$ cat src/rtl/hc595_count_display.sv
// Multi-digit up/down counter with prescaler, rendered as 7-segment glyphs and
// shifted out to a chain of 74HC595s whenever the displayed value changes.
module hc595_count_display #(
    parameter int DIGITS   = 4,
    parameter int MODULUS  = 10,
    parameter int STEP_DIV = 12_000_000,
    parameter int SCLK_DIV = 4
) (
    input  logic                  CLK_i,
    input  logic                  RST_N_i,
    input  logic                  en_i,
    input  logic                  up_i,
    input  logic                  clr_i,
    output logic [4*DIGITS-1:0]   count_o,
    output logic                  busy_o,
    output logic                  SR_DATA_o,
    output logic                  SR_CLK_o,
    output logic                  SR_LATCH_o
);

    localparam int PRE_W      = $clog2(STEP_DIV);
    localparam int FRAME_BITS = 8 * DIGITS;
    localparam int BIT_W      = $clog2(FRAME_BITS);
    localparam int TMR_W      = (SCLK_DIV > 1) ? $clog2(SCLK_DIV) : 1;

    localparam logic [PRE_W-1:0] PRE_LAST = PRE_W'(STEP_DIV - 1);
    localparam logic [3:0]       DIG_LAST = 4'(MODULUS - 1);
    localparam logic [TMR_W-1:0] TMR_LAST = TMR_W'(SCLK_DIV - 1);
    localparam logic [BIT_W-1:0] BIT_LAST = BIT_W'(FRAME_BITS - 1);

    typedef enum logic [1:0] {IDLE, SHIFT_LO, SHIFT_HI, LATCH} state_t;

    state_t                 state_reg, state_next;
    logic [PRE_W-1:0]       pre_reg, pre_next;
    logic [4*DIGITS-1:0]    count_reg, count_next, digits_stepped;
    logic                   pend_reg, pend_next;
    logic                   armed_reg;
    logic [TMR_W-1:0]       tmr_reg, tmr_next;
    logic [BIT_W-1:0]       bit_reg, bit_next;
    logic [FRAME_BITS-1:0]  sr_reg, sr_next, frame_word;
    logic                   busy_reg, data_reg, sclk_reg, latch_reg;
    logic                   step, start;
    logic [DIGITS-1:0]      carry;

    function automatic logic [7:0] glyph(input logic [3:0] v);
        case (v)
            4'h0: return 8'h3F;  4'h1: return 8'h06;
            4'h2: return 8'h5B;  4'h3: return 8'h4F;
            4'h4: return 8'h66;  4'h5: return 8'h6D;
            4'h6: return 8'h7D;  4'h7: return 8'h07;
            4'h8: return 8'h7F;  4'h9: return 8'h6F;
            4'hA: return 8'h77;  4'hB: return 8'h7C;
            4'hC: return 8'h39;  4'hD: return 8'h5E;
            4'hE: return 8'h79;  default: return 8'h71;
        endcase
    endfunction

    assign step     = en_i && (pre_reg == PRE_LAST);
    assign carry[0] = step;

    // Ripple carry/borrow: a digit moves only when every lower digit wraps.
    generate
        for (genvar gi = 0; gi < DIGITS; gi++) begin : g_digit
            logic [3:0] d;
            logic       at_edge;
            assign d       = count_reg[4*gi +: 4];
            assign at_edge = up_i ? (d == DIG_LAST) : (d == 4'd0);
            assign digits_stepped[4*gi +: 4] =
                !carry[gi] ? d :
                up_i       ? (at_edge ? 4'd0 : d + 4'd1) :
                             (at_edge ? DIG_LAST : d - 4'd1);
            assign frame_word[8*gi +: 8] = glyph(d);
            if (gi < DIGITS - 1) begin : g_carry
                assign carry[gi+1] = carry[gi] & at_edge;
            end
        end
    endgenerate

    always_comb begin
        pre_next = pre_reg;
        if (clr_i)
            pre_next = '0;
        else if (en_i)
            pre_next = step ? '0 : pre_reg + 1'b1;
    end

    assign count_next = clr_i ? '0 : digits_stepped;

    always_comb begin
        state_next = state_reg;
        tmr_next   = tmr_reg;
        bit_next   = bit_reg;
        sr_next    = sr_reg;
        start      = 1'b0;
        case (state_reg)
            IDLE: begin
                if (pend_reg && armed_reg) begin
                    state_next = SHIFT_LO;
                    tmr_next   = '0;
                    bit_next   = '0;
                    sr_next    = frame_word;
                    start      = 1'b1;
                end
            end
            SHIFT_LO: begin
                if (tmr_reg == TMR_LAST) begin
                    state_next = SHIFT_HI;
                    tmr_next   = '0;
                end else begin
                    tmr_next = tmr_reg + 1'b1;
                end
            end
            SHIFT_HI: begin
                if (tmr_reg == TMR_LAST) begin
                    tmr_next = '0;
                    if (bit_reg == BIT_LAST) begin
                        state_next = LATCH;
                    end else begin
                        state_next = SHIFT_LO;
                        bit_next   = bit_reg + 1'b1;
                        sr_next    = {sr_reg[FRAME_BITS-2:0], 1'b0};
                    end
                end else begin
                    tmr_next = tmr_reg + 1'b1;
                end
            end
            LATCH: begin
                if (tmr_reg == TMR_LAST) begin
                    state_next = IDLE;
                    tmr_next   = '0;
                end else begin
                    tmr_next = tmr_reg + 1'b1;
                end
            end
            default: state_next = IDLE;
        endcase
    end

    // A change landing on the snapshot edge must still queue a follow-up frame.
    assign pend_next = (count_next != count_reg) | (pend_reg & ~start);

    always_ff @(posedge CLK_i or negedge RST_N_i) begin
        if (!RST_N_i) begin
            state_reg <= IDLE;
            pre_reg   <= '0;
            count_reg <= '0;
            pend_reg  <= 1'b1;
            armed_reg <= 1'b0;
            tmr_reg   <= '0;
            bit_reg   <= '0;
            sr_reg    <= '0;
            busy_reg  <= 1'b0;
            data_reg  <= 1'b0;
            sclk_reg  <= 1'b0;
            latch_reg <= 1'b0;
        end else begin
            state_reg <= state_next;
            pre_reg   <= pre_next;
            count_reg <= count_next;
            pend_reg  <= pend_next;
            armed_reg <= 1'b1;
            tmr_reg   <= tmr_next;
            bit_reg   <= bit_next;
            sr_reg    <= sr_next;
            busy_reg  <= (state_next != IDLE);
            data_reg  <= ((state_next == SHIFT_LO) || (state_next == SHIFT_HI)) ?
                         sr_next[FRAME_BITS-1] : 1'b0;
            sclk_reg  <= (state_next == SHIFT_HI);
            latch_reg <= (state_next == LATCH);
        end
    end

    assign count_o    = count_reg;
    assign busy_o     = busy_reg;
    assign SR_DATA_o  = data_reg;
    assign SR_CLK_o   = sclk_reg;
    assign SR_LATCH_o = latch_reg;

endmodule
$ cat config.mk
export PLATFORM = sky130hd
export DESIGN_NAME = hc595_count_display
export DESIGN_NICKNAME = d
export VERILOG_FILES = /design/src/rtl/hc595_count_display.sv
export SDC_FILE = /design/constraint.sdc
export NUM_CORES = 1
export LEC_CHECK = 0
export BUFFER_PORTS_ARGS = -buffer_cell sky130_fd_sc_hd__buf_2
export CAP_MARGIN = 25
export CORE_MARGIN = 2
export CORE_UTILIZATION = 29
export CTS_CLUSTER_SIZE = 16
export DETAILED_ROUTE_END_ITERATION = 12
export SKIP_LAST_GASP = 1
export SYNTH_ARGS = -nofsm -noshare
export SYNTH_HDL_FRONTEND = slang
export SYNTH_SLANG_ARGS = --single-unit
$ cat constraint.sdc
create_clock -name CLK_i -period 3 [get_ports CLK_i]
set_input_delay 0.45 -clock CLK_i [delete_from_list [all_inputs] [get_ports CLK_i]]
set_output_delay 0.45 -clock CLK_i [all_outputs]
set_load 0.02 [all_outputs]
==> summary.md <==
For the number of antenna repair diodes, the log shows 0. Counting along the longest clock path gives a buffer depth of 2. Derived from the worst setup path, the maximum achievable clock frequency is 404 MHz. The detailed placement HPWL is 9.82 mm. The proportion of synthesized chip area in sequential cells was 0.380; the total power density per cell area was 492 nW/um^2.

Count of final setup violators: 0. The share of layout cells above drive strength 1 came out at 0.127. Data on the critical path arrives at its endpoint at 2.74 ns. The cell that appears most often on the critical path is sky130_fd_sc_hd__a21oi_4. The run gives 0.495 as the sequential group share of total power. Clock tree synthesis selected as its root buffer the cell sky130_fd_sc_hd__clkbuf_16.

The run gives 0 as the count of warnings emitted by yosys. Entering global routing, the biggest net connects 88 pins. Max-cap violations in this run came to 0.

The first TritonRoute pass finished after 5 iterations. Clock-pin slew was measured on the worst setup and hold paths at 0.07 ns. Leaving out fill and tap cells, the most frequent cells in the layout are sky130_fd_sc_hd__dfrtp_1, sky130_fd_sc_hd__nor2_1, sky130_fd_sc_hd__nand2_1, sky130_fd_sc_hd__o21ai_0, sky130_fd_sc_hd__a21oi_1. The portion of total power attributed to combinational logic came out at 0.153.

The floorplan step set the die width to 145 um. Share of total power in the clock network: 0.353. TritonCTS built the clock tree. The residual overflow from global routing is 0, and the remaining design rule violation count is 0.

The run finished with clean final reports. The initial antenna violation count is 0, and the number of global-route vias before repair is 4,546. After detailed routing, the average wire length per cell comes to 15.1 um. The worst endpoint required time was 3.26 ns. The area of the die was 20,900 um^2.

The worst setup path is launched from a flop. Setup total negative slack on the finished layout was measured at 0 ns. The number of DRC markers after the initial detailed-route iteration was 272; the flip-flop count of the largest register, all copies and words added was 32. The final antenna-violating net count came out at 0.

On the worst path, the slowest cell contributes a delay of 0.41 ns. Count of final hold-check violations: 0. The leading register cell type out of synthesis was sky130_fd_sc_hd__dfrtp_1. Leaving out fill and tap cells, the most frequent cell in the layout is sky130_fd_sc_hd__dfrtp_1. The internal portion of the total power is 2300 uW. The startpoint-to-endpoint class of the critical path is flop to flop.

At the pin with the least slew margin, the transition time is 0.884 ns. Across all layers, the routed design uses 4,804 vias. The logs give 919 for the cell count after placement and 0.143 for the overall track demand over capacity in global routing.

The count of different cell masters after synthesis is 71, and the peak supply drop is 299 uV. On the final layout, the worst hold slack is 0.110 ns. Buffers added to address setup during post-CTS repair amount to 0.

The number of synthesized flops with an enable pin works out to 0. The floorplan die height came out at 145 um. Count of buffering cells on the critical path with inverters included: 1. The critical path goes through inv_1, ha_1, or3b_1, a21oi_4, nand4_2, a21oi_4, a21oi_1, a211oi_1. The analysis attributes to net switching a power of 881 uW. The tools report the number of hold-repair buffers added at the cts stage as 0. For the initial core utilization, the log shows 0.295. The number of clock buffers inserted by TritonCTS was 9; the number of buffers inserted by port buffering was 24. The number of gates resized after CTS is 0, and the average size of a mapped cell is 8.78 um^2.

The net count after synthesis is 689. For this block, the routed nets add up to 14.1 mm of wire. The share of flip-flops with an asynchronous set or reset after synthesis is 1.00, and the clock net sink count is 87.

Subtracting the final worst setup slack from the clock period gives 2.48 ns. The kind of cell with the highest combined delay on the critical path was compound AO/OA/AOI/OAI gates. The tools report the max-slew violation total from the final report as 0. Classification of the worst-slack hold path: input port to asynchronous set/reset pin.

Synthesis produced a netlist whose cell count is 653. The kind of end point of the critical path was a flop. For the mapped cell area, the log shows 5730 um^2.

Setup repair after global routing left no endpoint under its margin. The worst-case headroom to the max-slew limit was 0.409. After detailed routing, the number of vias per cell comes to 5.14.

The standby leakage power was 0.00281 uW; the total number of nets in the final design was 701. The clock insertion delay at the later pin of the skew report was 0.35 ns; the switching share of total power was 0.277. The finished layout holds 935 standard cells, fillers aside.

The run gives 0.00751 ns as the setup clock skew after layout. The final clock period utilization by the worst path is 0.826, and the cell row count is 51. The core region is 19,400 um^2. The library cell contributing the largest single delay on the critical path was sky130_fd_sc_hd__or3b_1.

Along the worst path, the maximum fanout reaches 10. The area added between synthesis and finish was 12.9%; the global placement routability congestion was 0.853. Counting flops and latches in the post-synthesis netlist gives 87.

The run gives 3 as the number of H-tree branching levels. In this run the count of I/O pins placed on the die edge is 25. The first global-routing pass estimated 23.7 mm of wire.

The post-layout total power was 3180 uW.
-- synthesized netlist by cell type, types with 13 or more instances --
library cell	number	share of area
sky130_fd_sc_hd__clkbuf_1	35	0.023
sky130_fd_sc_hd__xor2_1	19	0.029
sky130_fd_sc_hd__a221o_1	15	0.026
sky130_fd_sc_hd__dfrtp_1	86	0.38
sky130_fd_sc_hd__nand4_1	13	0.014
sky130_fd_sc_hd__a211oi_1	14	0.018
sky130_fd_sc_hd__nor3_1	14	0.012
sky130_fd_sc_hd__o21ai_0	44	0.038
sky130_fd_sc_hd__inv_1	22	0.014
sky130_fd_sc_hd__nand2_1	52	0.034
sky130_fd_sc_hd__a21oi_1	42	0.037
sky130_fd_sc_hd__ha_1	31	0.068
sky130_fd_sc_hd__a22oi_1	13	0.017
sky130_fd_sc_hd__nor2_1	67	0.044
sky130_fd_sc_hd__mux2i_1	14	0.024
sky130_fd_sc_hd__nand3_1	25	0.022
-- kinds of logic after synthesis --
group,after synthesis,share of synthesized area
xor+xnor,24,0.0367
mux,17,0.0323
buf+inv,70,0.0496
flops,87,0.380
other cells,1,0.000654
fa+ha+maj,31,0.0677
compound gates,174,0.204
simple gates,249,0.229
-- final cells by class --
cell class / instances / area (um^2)
clock buffers: 11 / 233
clock inverters: 5 / 57.6
fillers: 2066 / 12900
inverters: 23 / 86.3
multi-input cells: 496 / 3270
flip-flops and latches: 87 / 2180
well taps: 265 / 332
repair buffers: 48 / 315
-- through the flow --
stage | setup WS (ns) | util | instance area, um^2
after global routing | 0.298 | 0.334 | 6470
after floorplan | 0.404 | - | 5730
final | 0.522 | 0.334 | 6470
after CTS | 0.530 | 0.334 | 6470
after detailed placement | 0.543 | 0.319 | 6180
after global placement | 0.619 | 0.319 | 6180
-- final timing paths --
path | to | cells after the start | startpoint | slack [ns]
max in group asynchronous | pend_reg | 2 | RST_N_i | 2.47
min | sr_reg[29] | 2 | RST_N_i | 0.11
min in group CLK_i | pre_reg[1] | 3 | en_i | 0.46
max | count_o[14] | 8 | count_o[0] | 0.52
min reg2reg | sr_reg[15] | 2 | sr_reg[14] | 0.48
max reg2reg | count_o[14] | 8 | count_o[0] | 0.52
-- layer usage --
layer  routed length (um)  global-route usage  up-vias  part of all wire
li1                     -                   -     2397                 -
met4                  244              0.0501        0             0.017
met5                    0                   0        -                 0
met3                  545              0.0341       19             0.039
met1                 7040               0.199     2292              0.50
met2                 6290               0.217       96              0.45
-- power groups by stage --
| stage | Combinational (uW) | Clock, uW | Sequential, uW |
|---|---|---|---|
| after CTS | 497 | 1160 | 1570 |
| final | 486 | 1120 | 1570 |
| after detailed placement | 501 | 0 | 1580 |
| after floorplan | 368 | 0 | 1560 |
| after global placement | 482 | 0 | 1590 |
| after global routing | 570 | 1200 | 1610 |
No activity file was read; power rests on OpenSTA's default activity.
